## config.mk

```make
export PLATFORM = sky130hd
export DESIGN_NAME = uart_cmd_wrapper
export DESIGN_NICKNAME = d
export VERILOG_FILES = /design/src/rtl/uart_cmd_wrapper.sv
export SDC_FILE = /design/constraint.sdc
export NUM_CORES = 1
export LEC_CHECK = 0
export ABC_AREA = 1
export CORE_UTILIZATION = 50
export CTS_CLUSTER_SIZE = 28
export DETAILED_ROUTE_END_ITERATION = 8
export GPL_TIMING_DRIVEN = 0
export PLACE_DENSITY = 0.71
export SKIP_CTS_REPAIR_TIMING = 1
export SLEW_MARGIN = 20
export SYNTH_ARGS = -nofsm -noshare
export SYNTH_HDL_FRONTEND = slang
export SYNTH_SLANG_ARGS = --single-unit
```

## constraint.sdc

```tcl
create_clock -name clk -period 1.7 [get_ports clk]
set_input_delay 0.34 -clock clk [delete_from_list [all_inputs] [get_ports clk]]
set_output_delay 0.34 -clock clk [all_outputs]
set_load 0.01 [all_outputs]
```

## src/rtl/uart_cmd_wrapper.sv

```systemverilog
`default_nettype none
// ============================================================================
// Module      : uart_cmd_wrapper
// Description : UART receiver that assembles 16-bit commands from byte pairs,
//               plus an independent UART transmitter for one-byte responses.
// Revision    : 1.0 - initial release
// ============================================================================
module uart_cmd_wrapper #(
    parameter int BAUD_DIV = 434
) (
    input  logic        clk,
    input  logic        rst_n,
    input  logic        RX,
    output logic        TX,
    output logic [15:0] cmd,
    output logic        cmd_rdy,
    input  logic        clr_cmd_rdy,
    input  logic        trmt,
    input  logic [7:0]  resp,
    output logic        tx_done
);

    localparam int                 CNT_W   = $clog2(BAUD_DIV);
    localparam logic [CNT_W-1:0]   HALF_M1 = CNT_W'(BAUD_DIV / 2 - 1);
    localparam logic [CNT_W-1:0]   BIT_M1  = CNT_W'(BAUD_DIV - 1);

    typedef enum logic [1:0] {RX_IDLE, RX_START, RX_DATA, RX_STOP} rx_state_t;
    typedef enum logic       {ASM_HIGH, ASM_LOW}                   asm_state_t;
    typedef enum logic       {TX_IDLE, TX_XMIT}                    tx_state_t;

    logic             rx_meta_q, rx_sync_q, rx_prev_q;
    rx_state_t        rx_state_q, rx_state_d;
    logic [CNT_W-1:0] rx_cnt_q, rx_cnt_d;
    logic [3:0]       rx_bits_q, rx_bits_d;
    logic [7:0]       rx_shift_q, rx_shift_d;
    logic             rx_rdy, start_ok;

    asm_state_t       asm_q, asm_d;
    logic [15:0]      cmd_q, cmd_d;
    logic             cmd_rdy_q, cmd_rdy_d;

    tx_state_t        tx_state_q, tx_state_d;
    logic [CNT_W-1:0] tx_cnt_q, tx_cnt_d;
    logic [3:0]       tx_bits_q, tx_bits_d;
    logic [9:0]       tx_frame_q, tx_frame_d;
    logic             tx_done_q, tx_done_d;

    // Receive path: mid-bit sampling of the synchronized line.
    always_comb begin
        rx_state_d = rx_state_q;
        rx_cnt_d   = rx_cnt_q + 1'b1;
        rx_bits_d  = rx_bits_q;
        rx_shift_d = rx_shift_q;
        rx_rdy     = 1'b0;
        start_ok   = 1'b0;
        case (rx_state_q)
            RX_IDLE: begin
                rx_cnt_d = '0;
                if (rx_prev_q && !rx_sync_q) begin
                    rx_state_d = RX_START;
                end
            end
            RX_START: begin
                if (rx_cnt_q == HALF_M1) begin
                    rx_cnt_d = '0;
                    if (rx_sync_q) begin
                        rx_state_d = RX_IDLE;
                    end else begin
                        rx_state_d = RX_DATA;
                        rx_bits_d  = '0;
                        start_ok   = 1'b1;
                    end
                end
            end
            RX_DATA: begin
                if (rx_cnt_q == BIT_M1) begin
                    rx_cnt_d   = '0;
                    rx_shift_d = {rx_sync_q, rx_shift_q[7:1]};
                    rx_bits_d  = rx_bits_q + 4'd1;
                    if (rx_bits_q == 4'd7) begin
                        rx_state_d = RX_STOP;
                    end
                end
            end
            RX_STOP: begin
                if (rx_cnt_q == BIT_M1) begin
                    rx_cnt_d   = '0;
                    rx_rdy     = 1'b1;
                    rx_state_d = RX_IDLE;
                end
            end
            default: rx_state_d = RX_IDLE;
        endcase
    end

    // Command assembly; a completing byte outranks a simultaneous consume.
    always_comb begin
        asm_d     = asm_q;
        cmd_d     = cmd_q;
        cmd_rdy_d = cmd_rdy_q;
        if (clr_cmd_rdy || (start_ok && asm_q == ASM_HIGH)) begin
            cmd_rdy_d = 1'b0;
        end
        if (rx_rdy) begin
            if (asm_q == ASM_HIGH) begin
                cmd_d[15:8] = rx_shift_q;
                asm_d       = ASM_LOW;
            end else begin
                cmd_d[7:0]  = rx_shift_q;
                asm_d       = ASM_HIGH;
                cmd_rdy_d   = 1'b1;
            end
        end
    end

    // Transmit path: TX is the LSB of a frame register that idles all-ones.
    always_comb begin
        tx_state_d = tx_state_q;
        tx_cnt_d   = tx_cnt_q + 1'b1;
        tx_bits_d  = tx_bits_q;
        tx_frame_d = tx_frame_q;
        tx_done_d  = tx_done_q;
        case (tx_state_q)
            TX_IDLE: begin
                tx_cnt_d = '0;
                if (trmt) begin
                    tx_frame_d = {1'b1, resp, 1'b0};
                    tx_done_d  = 1'b0;
                    tx_bits_d  = '0;
                    tx_state_d = TX_XMIT;
                end
            end
            TX_XMIT: begin
                if (tx_cnt_q == BIT_M1) begin
                    tx_cnt_d   = '0;
                    tx_frame_d = {1'b1, tx_frame_q[9:1]};
                    tx_bits_d  = tx_bits_q + 4'd1;
                    if (tx_bits_q == 4'd9) begin
                        tx_done_d  = 1'b1;
                        tx_state_d = TX_IDLE;
                    end
                end
            end
            default: tx_state_d = TX_IDLE;
        endcase
    end

    always_ff @(posedge clk or negedge rst_n) begin
        if (!rst_n) begin
            rx_meta_q  <= 1'b1;
            rx_sync_q  <= 1'b1;
            rx_prev_q  <= 1'b1;
            rx_state_q <= RX_IDLE;
            rx_cnt_q   <= '0;
            rx_bits_q  <= '0;
            rx_shift_q <= '0;
            asm_q      <= ASM_HIGH;
            cmd_q      <= '0;
            cmd_rdy_q  <= 1'b0;
            tx_state_q <= TX_IDLE;
            tx_cnt_q   <= '0;
            tx_bits_q  <= '0;
            tx_frame_q <= '1;
            tx_done_q  <= 1'b0;
        end else begin
            rx_meta_q  <= RX;
            rx_sync_q  <= rx_meta_q;
            rx_prev_q  <= rx_sync_q;
            rx_state_q <= rx_state_d;
            rx_cnt_q   <= rx_cnt_d;
            rx_bits_q  <= rx_bits_d;
            rx_shift_q <= rx_shift_d;
            asm_q      <= asm_d;
            cmd_q      <= cmd_d;
            cmd_rdy_q  <= cmd_rdy_d;
            tx_state_q <= tx_state_d;
            tx_cnt_q   <= tx_cnt_d;
            tx_bits_q  <= tx_bits_d;
            tx_frame_q <= tx_frame_d;
            tx_done_q  <= tx_done_d;
        end
    end

    assign TX      = tx_frame_q[0];
    assign cmd     = cmd_q;
    assign cmd_rdy = cmd_rdy_q;
    assign tx_done = tx_done_q;

endmodule
`default_nettype wire

```

---- Word-level counts from Yosys, hierarchy flattened ----
Cells that the tools add are included.
Widths: inputs -> output; s select.
cells by class
  muxes and demuxes ....................... 39
  reduce and logical (&&, ||, !) cells .... 14
  add/sub/neg operators ................... 4
  eq/ne operators ......................... 17
  bitwise operators ....................... 2
operators with widths
  operator             count
  $mux 9               3
  $pmux 9 s3           1
  $mux 10              2
  $mux 4               5
  $pmux 10 s2          1
  $add 9x1->9 const B  2
  $eq 9x9->1 const B   2
  $pmux 9 s2           1
  $pmux 4 s2           2
  $mux 1               15
  $ne 2x2->1 const B   7
  $mux 2               6
  $eq 9x8->1 const B   1
  $add 4x1->4 const B  2
  $pmux 2 s4           1
  $reduce_and 2->1     4
  $reduce_and 5->1     1
  $eq 2x2->1 const B   2
  $eq 4x3->1 const B   1
  $eq 4x4->1 const B   1
  $ne 2x1->1 const B   2
  $pmux 1 s2           2
  $reduce_and 4->1     1
  $reduce_and 3->1     1
  8 further kinds      10
word-level totals
  output and inout bits ................... 19
  word-level logic and storage cells ...... 92
  input bits .............................. 13
  bits in registers ....................... 69

---- Depth between registers and ports, before layout ----
  depth in word-level cells ............... 8
  mapped depth ............................ 10
  gate-level depth less buffers ........... 9

---- Least setup slack after synthesis ----
Ideal clock, no wire load.
  kind .................................... reg2reg
  start point ............................. register rx_cnt_q[1]
  end point ............................... register cmd_q[6], in the netlist cmd[6]
  period minus slack after synthesis ...... 1.430 ns
  buffers on the path ..................... 1
  stages on the path, launching flop included .. 11
  required time ........................... 1.581 ns
  library setup time ...................... 0.119 ns
  setup slack ............................. 0.270 ns
  arrival ................................. 1.311 ns
  path through ............................ dfrtp_1 > inv_1 > ha_1 > nand2_1 > nor2_1 > nand2_2 > nor2_4 > nand2_4 > buf_6 > nand2_2 > o21ai_2
on the way
  longest elaborated chain between the ends .. 4
ends and longest elaborated chain
  element                     line  RTL
  start: declaration          33    logic [CNT_W-1:0] rx_cnt_q, rx_cnt_d;
  start signal: assignment    170   rx_cnt_q <= rx_cnt_d;
  $eq 9x9->1                  86    if (rx_cnt_q == BIT_M1) begin
  $mux 1                      86
  $mux 1                      56    case (rx_state_q)
  $reduce_and 2->1 (no line)  -
  end signal: assignment      174   cmd_q <= cmd_d;
  end: declaration            39    logic [15:0] cmd_q, cmd_d;
Every way passes these cells.
A chain may end at the register's enable or synchronous reset.

---- Worst setup path in the final report ----
  start point ............................. register cmd_q[8], in the netlist cmd[8]
  end point ............................... output port cmd[8]
RTL lines
  element           line  RTL
  end: declaration  15    output logic [15:0] cmd,
No word-level cell between the ends.

==> impl_metrics.py <==
metrics = {
    "die": {
        "start_util": 0.515,
        "die_w_um": 82.7,
        "dieHeight_um": 82.7,
        "num_rows": 29,
        "io-pin-count": 32,
        "design.die.area_mm2": 0.00684,
        "core_mm2": 0.00631,
    },
    "finish": {
        "fillers": 567,
        "final_common_cell": "nand2_1",
        "syn_to_final_growth_pct": 21.1,
        "n_antenna_cell": 0,
        "drive_gt1_frac": 0.155,
        "final_nets": 443,
        "mostFrequentLayoutCells": "119 x nand2_1, 56 x dfrtp_1, 37 x inv_1",
    },
    "logic_synthesis": {
        "ys_ff_latch": 68,
        "synth.distinct_cells": 27,
        "synth_compound_area_frac": 0.0730,
        "synth_nets": 399,
        "synth_cells": 378,
        "ys_warn_count": 0,
        "synth.avg_cell_area_um2": 8.61,
        "synth_top_family_by_area": "simple AND/OR/NAND/NOR gates",
        "synth.cell_area_mm2": 0.00325,
        "ys_seq_area_frac": 0.527,
        "synth.mux.area_fraction": 0,
        "synthSimpleGateAreaFrac": 0.279,
        "synth_xor_area_frac": 0.0215,
        "synthAdderAreaFrac": 0.0308,
    },
    "worst_hold_path": {
        "hold_class": "flip-flop to flip-flop",
    },
    "detailed_routing": {
        "wirelength_mm": 6.08,
        "final_antenna_net_count": 0,
        "via_per_inst": 4.92,
        "firstDrtPassIters": 4,
        "drc_errors": 0,
        "num_vias": 2478,
        "drtIter0Drc": 130,
        "routedWlPerCell_um": 12.1,
    },
    "setup_path": {
        "cp_top_family": "buffers and inverters",
        "cp_slowest_cell": "clkdlybuf4s50_1",
        "cp.buffers_inverters": 1,
        "critPathLaunchType": "flip-flop",
        "cp.required_ns": 1.36,
        "path_cells": "clkdlybuf4s50_1",
        "crit_type": "flip-flop to output port",
        "path_max_fanout": 2,
        "critPathArrivalTime_ns": 1.26,
        "end_kind": "output port",
        "slowest_delay_ns": 0.55,
    },
    "sta": {
        "setup_tns_ns": 0,
        "whs_ns": 0.358,
        "setup_viol": 0,
        "fmax_mhz": 624,
        "worst_slew_pin_slew_ns": 0.552,
        "rsz0062_at_grt": "false",
        "finalClockSkew_ns": 0.0119,
        "maxSlewHeadroom": 0.629,
        "finalCritPeriodShare": 0.942,
        "finalMaxSlewViolations": 0,
        "min_period_ns": 1.60,
        "finalWorstSetupSlack_ns": 0.0984,
        "hold_viol": 0,
    },
    "clock_tree": {
        "numCtsBuffers": 9,
        "cts_sinks": 68,
        "clk_pin_slew_ns": 0.08,
        "cts_buffer_depth": 2,
        "h-tree-depth": 3,
        "clk-insertion-delay-late_ns": 0.35,
        "cts_root_buf": "clkbuf_8",
        "cts_tree": "built",
    },
    "grt": {
        "grt_pass1_vias": 2335,
        "grt_max_degree": 58,
        "track_usage": 0.204,
        "antenna_found_initial": 0,
        "grt_first_pass_wirelength_mm": 10.1,
        "grt_overflow": 0,
    },
    "placement": {
        "portBuffers": 31,
        "dp_slack_ns": 0.0234,
        "place_congestion": 0.810,
        "dp_hpwl_mm": 4.09,
    },
    "pwr": {
        "leakage_nw": 1.92,
        "vdd_drop_max_mv": 0.618,
        "p_per_area_mw_per_mm2": 1110,
    },
    "outcome": {
        "status": "finished, final reports clean",
    },
    "job": {
        "max_cap_viol_count": 0,
    },
}
registers in the layout, indices dropped and copies added, names as in the netlist, named ones only:
signal,count
asm_q,1
cmd,16
cmd_rdy,1
rx_bits_q,4
rx_cnt_q,9
rx_meta_q,1
rx_prev_q,1
rx_shift_q,8
rx_state_q,1
rx_sync_q,1
tx_bits_q,4
tx_cnt_q,9
tx_done,1
tx_frame_q,9
tx_state_q,1
power breakdown:
group | internal [mW] | switching, mW | leakage [nW]
clock network | 0.977 | 0.642 | 0.113
logic | 0.284 | 0.489 | 0.934
registers | 1.82 | 0.173 | 0.870
per-layer routing:
metal  track usage  wire [µm]  up-vias
li1              -          -     1276
met1         0.258       2980     1152
met2         0.320       2790       38
met3        0.0549        177       12
met4        0.0983        123        0
met5             0          0        -
Yosys cell counts:
master / instances / share of area
nand2_1: 119 / 0.14
dfrtp_1: 56 / 0.43
inv_1: 38 / 0.044
nor2_1: 35 / 0.040
nand3_1: 26 / 0.040
o21ai_2: 16 / 0.043
dfstp_2: 12 / 0.097
o21ai_0: 10 / 0.015
ha_1: 8 / 0.031
nand4_1: 8 / 0.015
nor3_1: 8 / 0.012
nand2_2: 6 / 0.012
a21oi_1: 5 / 0.0077
xor2_1: 5 / 0.013
buf_6: 4 / 0.014
clkbuf_1: 3 / 0.0035
nand2_4: 3 / 0.010
o21ai_1: 3 / 0.0046
xnor2_1: 3 / 0.0081
buf_4: 2 / 0.0046
inv_2: 2 / 0.0023
and3b_1: 1 / 0.0027
nor2_2: 1 / 0.0019
nor2_4: 1 / 0.0035
o211ai_1: 1 / 0.0023
or2_0: 1 / 0.0019
or2_2: 1 / 0.0019
per-stage QoR:
| stage | total power [mW] | instances | instance area (µm²) | utilization |
|---|---|---|---|---|
| 6_report | 4.38 | 504 | 3940 | 0.624 |
| 5_1_grt | 4.64 | 504 | 3940 | 0.624 |
| 4_1_cts | 4.41 | 503 | 3930 | 0.622 |
| 3_5_place_dp | 2.79 | 487 | 3690 | 0.584 |
| 3_3_place_gp | 2.76 | 486 | 3660 | 0.580 |
| 2_1_floorplan | 2.56 | 378 | 3250 | - |
cell families (layout without fill, tap and decap cells):
kind of cell	Yosys count	count (layout)
XOR/XNOR	8	8
adder cells (fa/ha/maj)	8	8
AO/OA/AOI/OAI	35	35
flip-flops	68	68
buffers and inverters	49	98
AND/OR/NAND/NOR	210	210
worst paths after layout:
| path | startpoint | slack, ns | endpoint | cells after the start |
|---|---|---|---|---|
| worst max-delay path | cmd[8] | 0.1 | cmd[8] | 1 |
| worst min-delay path | rx_meta_q | 0.36 | rx_sync_q | 0 |
| worst min register to register | rx_meta_q | 0.36 | rx_sync_q | 0 |
| max in group asynchronous | rst_n | 0.73 | rx_sync_q | 3 |
| min in group asynchronous | rst_n | 0.38 | rx_cnt_q[6] | 2 |
| worst max register to register | rx_cnt_q[1] | 0.13 | cmd[8] | 10 |
cell type report:
type,count,area [µm²],area share
clock inverter,6,114,0.0289
multi-input combinational,261,1320,0.334
timing repair buffer,33,348,0.0883
sequential,68,1720,0.436
buffer,9,71.3,0.0181
clock buffer,10,128,0.0324
inverter,40,150,0.0381
tap,77,96.3,0.0245
Power figures use the tool's default switching activity.
